`src/rtl/sys_csr_bridge.sv`:
```
// sys_csr_bridge: single-outstanding valid/ready CSR slave driving sys_config and observing sys_status.
// Define SYS_CSR_IRQ_EN to implement IRQ_MASK (0x10) and a registered irq_o; otherwise irq_o is tied low.
module sys_csr_bridge #(
    parameter int          ADDR_W       = 8,
    parameter logic [31:0] CONFIG_RESET = 32'h0000_0000
) (
    input  logic              clk_i,
    input  logic              rst_i,
    input  logic              req_valid_i,
    output logic              req_ready_o,
    input  logic              req_write_i,
    input  logic [ADDR_W-1:0] req_addr_i,
    input  logic [31:0]       req_wdata_i,
    input  logic [3:0]        req_wstrb_i,
    output logic              rsp_valid_o,
    input  logic              rsp_ready_i,
    output logic [31:0]       rsp_rdata_o,
    output logic              rsp_err_o,
    output logic [31:0]       sys_config_o,
    input  logic [31:0]       sys_status_i,
    output logic              irq_o
);
    localparam logic IDLE = 1'b0;
    localparam logic RESP = 1'b1;

    logic        state;
    logic [31:0] config_q;
    logic [3:0]  prev_q, sticky_q, mask_q, rise, w1c;
    logic [11:0] ipc_q, ipc_base, sample;
    logic        accept, wen, err;
    logic        sel_cfg, sel_sta, sel_stk, sel_ipc, sel_msk, sel_clr;
    logic [31:0] rd_data;

    assign accept  = req_valid_i && state == IDLE;
    assign sel_cfg = req_addr_i == ADDR_W'('h00);
    assign sel_sta = req_addr_i == ADDR_W'('h04);
    assign sel_stk = req_addr_i == ADDR_W'('h08);
    assign sel_ipc = req_addr_i == ADDR_W'('h0C);
    assign sel_clr = req_addr_i == ADDR_W'('h14);

    always_comb begin
        err = req_write_i ? !(sel_cfg || sel_stk || sel_msk || sel_clr)
                          : !(sel_cfg || sel_sta || sel_stk || sel_ipc || sel_msk);
        rd_data = (err || req_write_i) ? 32'h0 :
                  sel_cfg ? config_q :
                  sel_sta ? sys_status_i :
                  sel_stk ? {28'h0, sticky_q} :
                  sel_ipc ? {20'h0, ipc_q} :
                  sel_msk ? {28'h0, mask_q} : 32'h0;
        wen      = accept && req_write_i && !err;
        rise     = sys_status_i[7:4] & ~prev_q;
        w1c      = (wen && sel_stk && req_wstrb_i[0]) ? req_wdata_i[3:0] : 4'h0;
        sample   = sys_status_i[27:16];
        // clear-then-compare: a sample arriving with CLEAR becomes the new peak
        ipc_base = (wen && sel_clr && req_wstrb_i[0] && req_wdata_i[0]) ? 12'h0 : ipc_q;
    end

    always_ff @(posedge clk_i or posedge rst_i) begin
        if (rst_i) begin
            state       <= IDLE;
            rsp_rdata_o <= 32'h0;
            rsp_err_o   <= 1'b0;
            config_q    <= CONFIG_RESET;
            prev_q      <= 4'h0;
            sticky_q    <= 4'h0;
            ipc_q       <= 12'h0;
        end else begin
            prev_q   <= sys_status_i[7:4];
            sticky_q <= (sticky_q & ~w1c) | rise;
            ipc_q    <= sample > ipc_base ? sample : ipc_base;
            for (int i = 0; i < 4; i++)
                if (wen && sel_cfg && req_wstrb_i[i]) config_q[8*i +: 8] <= req_wdata_i[8*i +: 8];
            if (accept) begin
                state       <= RESP;
                rsp_rdata_o <= rd_data;
                rsp_err_o   <= err;
            end else if (state == RESP && rsp_ready_i) begin
                state <= IDLE;
            end
        end
    end

`ifdef SYS_CSR_IRQ_EN
    logic irq_q;
    assign sel_msk = req_addr_i == ADDR_W'('h10);
    always_ff @(posedge clk_i or posedge rst_i) begin
        if (rst_i) begin
            mask_q <= 4'h0;
            irq_q  <= 1'b0;
        end else begin
            if (wen && sel_msk && req_wstrb_i[0]) mask_q <= req_wdata_i[3:0];
            irq_q <= |(sticky_q & mask_q);
        end
    end
    assign irq_o = irq_q;
`else
    assign sel_msk = 1'b0;
    assign mask_q  = 4'h0;
    assign irq_o   = 1'b0;
`endif

    assign req_ready_o  = state == IDLE;
    assign rsp_valid_o  = state == RESP;
    assign sys_config_o = config_q;
endmodule

```
`config.mk`:
```
export PLATFORM = sky130hd
export DESIGN_NAME = sys_csr_bridge
export DESIGN_NICKNAME = d
export VERILOG_FILES = /design/src/rtl/sys_csr_bridge.sv
export SDC_FILE = /design/constraint.sdc
export NUM_CORES = 1
export LEC_CHECK = 0
export ABC_CLOCK_PERIOD_IN_PS = 5000
export CAP_MARGIN = 20
export CELL_PAD_IN_SITES_DETAIL_PLACEMENT = 1
export CELL_PAD_IN_SITES_GLOBAL_PLACEMENT = 2
export CORE_UTILIZATION = 29
export DETAILED_ROUTE_END_ITERATION = 10
export MAX_ROUTING_LAYER = met4
export PLACE_DENSITY_LB_ADDON = 0.1
export SYNTH_ARGS = -nofsm -noshare
export SYNTH_HDL_FRONTEND = slang
export SYNTH_SLANG_ARGS = --single-unit
```
`constraint.sdc`:
```
create_clock -name clk_i -period 5 [get_ports clk_i]
set_input_delay 0.5 -clock clk_i [delete_from_list [all_inputs] [get_ports clk_i]]
set_output_delay 0.5 -clock clk_i [all_outputs]
set_load 0.02 [all_outputs]
```
==> results of run 1 <==
power breakdown:
group / internal, mW / switching (mW)
clock network: 0.567 / 0.285
registers: 0.757 / 0.0382
logic: 0.222 / 0.234
total: 1.55 / 0.558
cells by family after synthesis:
| kind of cell | after synthesis |
|---|---|
| simple gates | 97 |
| flops | 86 |
| compound gates | 77 |
| mux | 48 |
| buf+inv | 38 |
| fa+ha+maj | 12 |
| other cells | 1 |
stage by stage:
stage	area (um2)	util [%]	power, mW
finish	6070	45.5	2.10
global route	6070	45.5	2.22
CTS	6050	45.3	2.14
detailed placement	5670	42.5	1.27
global placement	5670	42.5	1.26
floorplan	4010	-	1.09
state kept, by name, summed over array words and instances (netlist names):
name          cells
ipc_q            12
prev_q            4
rsp_err_o         1
rsp_rdata_o      32
rsp_valid_o       1
sticky_q          4
sys_config_o     32
worst paths after layout:
kind,depth (start not counted),end,startpoint
min in group clk_i,2,rsp_rdata_o[7]$_DFFE_PP0P_,rsp_rdata_o[7]$_DFFE_PP0P_
hold / removal,2,sticky_q[3]$_DFF_PP0_,rst_i
hold reg to reg,2,rsp_rdata_o[7]$_DFFE_PP0P_,rsp_rdata_o[7]$_DFFE_PP0P_
setup reg to reg,10,ipc_q[0]$_DFF_PP0_,rsp_valid_o$_DFFE_PP0P_
max in group asynchronous,4,rsp_rdata_o[10]$_DFFE_PP0P_,rst_i
setup / recovery,11,ipc_q[0]$_DFF_PP0_,req_addr_i[7]
per-layer routing:
layer  part of all wire (%)  vias to the layer above  GRT usage [%]
met5                      0                        -              -
met4                    1.2                        0           5.63
met3                    6.4                       12           6.08
met2                     49                      102           31.1
met1                     44                     1626           22.2
li1                       -                     1576              -
placed cells by master (no fill, tap or decap), types with 2 or more instances in the layout:
cell type / synthesis / final
a21oi_1: 6 / 6
a22o_1: 8 / 8
a22oi_1: 20 / 20
buf_4: 1 / 6
bufinv_16: 0 / 4
clkbuf_16: 0 / 9
clkbuf_8: 0 / 2
clkdlybuf4s50_1: 0 / 147
dfrtp_1: 86 / 86
ha_1: 12 / 12
inv_1: 17 / 16
mux2_2: 32 / 32
mux2i_1: 11 / 11
mux4_2: 4 / 4
nand2_1: 64 / 64
nand2_2: 5 / 5
nand2b_1: 2 / 2
nand3_1: 2 / 2
nand3b_1: 2 / 2
nand4_1: 3 / 3
nor2_1: 2 / 2
nor3_2: 1 / 3
nor4_1: 2 / 2
o21ai_0: 32 / 32
o221ai_1: 8 / 8
or3_1: 6 / 6
layout make-up:
cell class | instances | area share (%)
flip-flops and latches | 86 | 35.5
multi-input cells | 235 | 28.2
repair buffers | 154 | 25.3
clock buffers | 11 | 4.16
well taps | 176 | 3.63
clock inverters | 5 | 2.12
inverters | 18 | 1.13
worst register-to-register path: cells and delay by family, from the launching register on:
kind / cells / cell delay (ns)
simple gates: 5 / 1.05
compound gates: 2 / 0.85
mux: 1 / 0.40
flops: 1 / 0.39
fa+ha+maj: 1 / 0.18
buf+inv: 1 / 0.09
==> impl_metrics.csv, run 1 <==
group,metric,value,unit
synthesis,syn_area,0.00401,mm2
drt,vias_per_cell,4.84,
final_layout,diodes,0,
synthesis,synth_top_family_by_area,"multiplexers",
cts,clock_latency,0.35,ns
cts,cts_sinks,86,
synthesis,yosysMostFrequentCell,"dfrtp_1",
place,port-buffer-count,147,
cts,path_clk_slew,0.06,ns
place,hpwl,9.22,mm
floorplan,die_y,120,um
cts,htree_num_levels,3,
synthesis,synthTopCellsByCount,"dfrtp_1 (86), nand2_1 (64), mux2_2 (32), o21ai_0 (32), a22oi_1 (20)",
synthesis,synth_warnings,0,
drt,routed_wirelength,12.4,mm
global_routing,antenna_found_initial,0,
global_routing,grt_overflow,0,
setup_path,critPathSlowestCell,"or4_4",
synthesis,synth.avg_cell_area,11.2,um2
sta,fmax,286,MHz
setup_path,cp-end-kind,"register",
final_layout,final_cells,685,
setup_path,crit_top_cell,"nand2_1",
power,p_leak,2.65,nW
synthesis,synthCells,359,
cts,cts_buffer_depth,2,
sta,post-route-min-period,3.50,ns
place,dpl_worst_slack,1.13,ns
floorplan,die_w,120,um
setup_path,cp.arrival,3.73,ns
final_layout,layout.nets,597,
final_layout,drive_above_1_share,14.3,%
cts,cts_made_buffers,9,
drt,avgRoutedWirePerCell,18.2,um
drt,ant_nets,0,
sta,setup_viol,0,
floorplan,core_area,0.0133,mm2
setup_path,worstPathMaxFanout,12,
sta,worstMarginPinSlew,0.959,ns
global_routing,grt_max_degree,58,
sta,fin_ws,1.50,ns
synthesis,synth_compound_area_share,12.6,%
power,ir_worst_vdd,0.272,mV
setup_path,cp.buffers_inverters,1,
synthesis,synth-seq-area-share,53.6,%
drt,first_pass_iters,4,
synthesis,synth_top_area_share,53.6,%
final_layout,fillers,1447,
min_path,timing.hold.worst.class,"input pin to async pin",
synthesis,synthArstFlopShare,100,%
outcome,outcome,"finished clean",
final_layout,syn_to_final_growth,51.3,%
synthesis,synthSimpleGateAreaFrac,11.7,%
sta,rsz0062_at_grt,"no",
floorplan,start_util,30.1,%
synthesis,ys_top_cells_by_area,"dfrtp_1 (54%), mux2_2 (9.0%), nand2_1 (6.0%)",
global_routing,grt_pass1_wl,19.7,mm
synthesis,synth_flop_cell,"dfrtp_1",
sta,slew_headroom,36.1,%
power,power_density,347,mW/mm2
floorplan,num_io_pins,149,
cts,cts-resized-gates,0,
synthesis,synth-edff-count,0,
drt,initialDrtViolationCount,94,
cts,holdBufCountCts,0,
place,gp_congestion,0.783,
cts,root_buffer,"clkbuf_16",
synthesis,synthMuxAreaShare,14.3,%
setup_path,crit_family,"simple AND/OR/NAND/NOR gates",
setup_path,path_cells,"clkdlybuf4s50_1, nor3_2, nand2_2, or4_4, nand2_1, ha_1, nand2_1, o21ai_0, nand2b_1, o311a_1, mux2_2",
flow_run,cap_violations,0,
floorplan,std_cell_rows,42,
synthesis,synth_fp_nets,452,
setup_path,slowest_delay,0.65,ns
synthesis,synthAdderAreaFrac,3.74,%
floorplan,die_area,0.0143,mm2
sta,holdWs,0.414,ns
global_routing,grt_util_all_layers,19.0,%
synthesis,ys_types,38,
cts,cts_tree,"done",
sta,drv_slew,0,
cts,cts_setup_buffers,0,
setup_path,required,5.23,ns
drt,drc,0,
sta,finalHoldViolations,0,
sta,final.setup_skew,0.00685,ns
setup_path,crit_type,"input pin to register",
synthesis,ys_seq_elements,86,
synthesis,synth_top_area_cell,"dfrtp_1",
sta,setup_tns,0,ns
global_routing,grt_pass1_vias,3589,
sta,post-route-period-util,70.0,%
synthesis,synthXorXnorAreaFrac,0,%
setup_path,startpoint_type,"input pin",
final_layout,regArea,0.00215,mm2
drt,vias,3316,
setup_path,ff2ff_setup_slack,1.92,ns
final_layout,multi_input_area,0.00171,mm2
place,dp.cells,668,
Note: power is estimated with default switching activity, not from simulation.
==> run 2: changes to the inputs <==
--- a/config.mk
+++ b/config.mk
@@ -5,11 +5,11 @@
 export SDC_FILE = /design/constraint.sdc
 export NUM_CORES = 1
 export LEC_CHECK = 0
-export ABC_CLOCK_PERIOD_IN_PS = 5000
+export ABC_CLOCK_PERIOD_IN_PS = 3600
 export CAP_MARGIN = 20
 export CELL_PAD_IN_SITES_DETAIL_PLACEMENT = 1
 export CELL_PAD_IN_SITES_GLOBAL_PLACEMENT = 2
-export CORE_UTILIZATION = 29
+export CORE_UTILIZATION = 27
 export DETAILED_ROUTE_END_ITERATION = 10
 export MAX_ROUTING_LAYER = met4
 export PLACE_DENSITY_LB_ADDON = 0.1
==> constraint.sdc (replaced) <==
create_clock -name clk_i -period 3.6 [get_ports clk_i]
set_input_delay 0.36 -clock clk_i [delete_from_list [all_inputs] [get_ports clk_i]]
set_output_delay 0.36 -clock clk_i [all_outputs]
set_load 0.02 [all_outputs]
==> impl_metrics.csv, run 2 (synthesis gave the netlist of run 1 again) <==
group,metric,value,unit
sta,rsz0062_at_grt,"no",
drt,first_pass_iters,4,
cts,cts_sinks,86,
floorplan,die_y,124,um
cts,root_buffer,"clkbuf_16",
floorplan,die_area,0.0153,mm2
setup_path,cp.arrival,3.35,ns
drt,initialDrtViolationCount,95,
global_routing,grt_util_all_layers,18.5,%
global_routing,grt_pass1_wl,20.1,mm
global_routing,grt_max_degree,38,
min_path,timing.hold.worst.class,"input pin to async pin",
setup_path,cp-end-kind,"register",
drt,vias_per_cell,4.85,
place,port-buffer-count,147,
final_layout,diodes,0,
cts,path_clk_slew,0.06,ns
floorplan,core_area,0.0145,mm2
global_routing,grt_overflow,0,
cts,clock_latency,0.35,ns
final_layout,final_cells,697,
drt,ant_nets,0,
sta,slew_headroom,44.8,%
final_layout,postLayoutCellArea,0.00609,mm2
floorplan,std_cell_rows,44,
sta,drv_slew,0,
drt,avgRoutedWirePerCell,18.7,um
sta,worstMarginPinSlew,0.820,ns
final_layout,drive_above_1_share,14.6,%
power,power,2.85,mW
power,power_density,469,mW/mm2
floorplan,start_util,27.6,%
setup_path,crit_type,"input pin to register",
setup_path,startpoint_type,"input pin",
power,p_leak,2.66,nW
global_routing,antenna_found_initial,0,
flow_run,cap_violations,0,
cts,cts_setup_buffers,0,
setup_path,critPathSlowestCell,"or4_4",
final_layout,final_cell_mix,"clkdlybuf4s50_1 (147), dfrtp_1 (86), nand2_1 (64), o21ai_0 (32), mux2_2 (32)",
drt,vias,3380,
setup_path,r2r_cells,11,
sta,fmax,325,MHz
sta,post-route-period-util,85.5,%
final_layout,utilization,41.9,%
drt,routed_wirelength,13.0,mm
setup_path,ff2ff_setup_slack,0.66,ns
sta,setup_tns,0,ns
final_layout,syn_to_final_growth,51.7,%
final_layout,fillers,1602,
floorplan,num_io_pins,149,
cts,cts-resized-gates,0,
drt,drc,0,
place,gp_congestion,0.784,
cts,holdBufCountCts,0,
setup_path,path_cells,"clkdlybuf4s50_1, nor3_2, nand2_2, or4_4, nand2_1, ha_1, nand2_1, o21ai_0, nand2b_1, o311a_1, buf_4, mux2i_1",
global_routing,grt_pass1_vias,3623,
power,ir_worst_vdd,0.207,mV
final_layout,final_common_cell,"clkdlybuf4s50_1",
setup_path,reg2reg_from,"rsp_valid_o$_DFFE_PP0P_",
cts,cts_buffer_depth,2,
outcome,outcome,"finished clean",
floorplan,die_w,124,um
cts,cts_tree,"done",
place,dpl_cell_area,0.00571,mm2
cts,cts_made_buffers,9,
setup_path,cp.buffers_inverters,2,
cts,htree_num_levels,3,
setup_path,slowest_delay,0.62,ns
setup_path,worstPathMaxFanout,12,
setup_path,crit_top_cell,"nand2_1",
sta,finalHoldViolations,0,
setup_path,required,3.87,ns
sta,final.setup_skew,0.00571,ns
setup_path,crit_family,"simple AND/OR/NAND/NOR gates",
sta,setup_viol,0,
place,dp.cells,680,
place,hpwl,9.73,mm
final_layout,layout.nets,601,
setup_path,worstReg2RegEnd,"ipc_q[9]$_DFF_PP0_",
sta,post-route-min-period,3.08,ns
[run 2: power breakdown]
| part | internal [mW] | leakage [nW] | switching [mW] | total, mW |
|---|---|---|---|---|
| Combinational | 0.320 | 1.35 | 0.329 | 0.649 |
| Sequential | 1.05 | 1.14 | 0.0593 | 1.11 |
| Clock | 0.717 | 0.170 | 0.378 | 1.09 |
[run 2: how the worst max path moves through the flow]
stage	start	cells after the start	slack, ns	endpoint
floorplan	rsp_valid_o$_DFFE_PP0P_	13	0.61	ipc_q[10]$_DFF_PP0_
global placement	req_addr_i[7]	12	0.28	ipc_q[6]$_DFF_PP0_
detailed placement	req_addr_i[7]	12	0.11	ipc_q[9]$_DFF_PP0_
CTS	req_addr_i[7]	12	0.46	ipc_q[9]$_DFF_PP0_
global route	req_addr_i[1]	12	0.29	ipc_q[9]$_DFF_PP0_
finish	req_addr_i[7]	12	0.52	ipc_q[9]$_DFF_PP0_
[run 2: cell type report]
class | instances | area, um2 | share of cell area [%]
sequential | 86 | 2150 | 35.4
inverter | 18 | 68.8 | 1.13
clock buffer | 13 | 260 | 4.28
multi-input combinational | 235 | 1710 | 28.1
clock inverter | 3 | 90.1 | 1.48
timing repair buffer | 158 | 1570 | 25.9
tap | 184 | 230 | 3.78
[run 2: metal layers]
| layer | vias up | share of wire, % | track usage [%] |
|---|---|---|---|
| met5 | - | 0 | - |
| met4 | 0 | 1.1 | 5.13 |
| met3 | 10 | 6.1 | 5.04 |
| met2 | 102 | 49 | 30.4 |
| met1 | 1690 | 44 | 22.3 |
| li1 | 1578 | - | - |
[run 2: through the flow]
step	hold slack, ns	setup slack, ns
2_1_floorplan	0.391	0.610
3_3_place_gp	0.461	0.276
3_5_place_dp	0.473	0.106
4_1_cts	0.411	0.464
5_1_grt	0.436	0.286
6_report	0.391	0.523
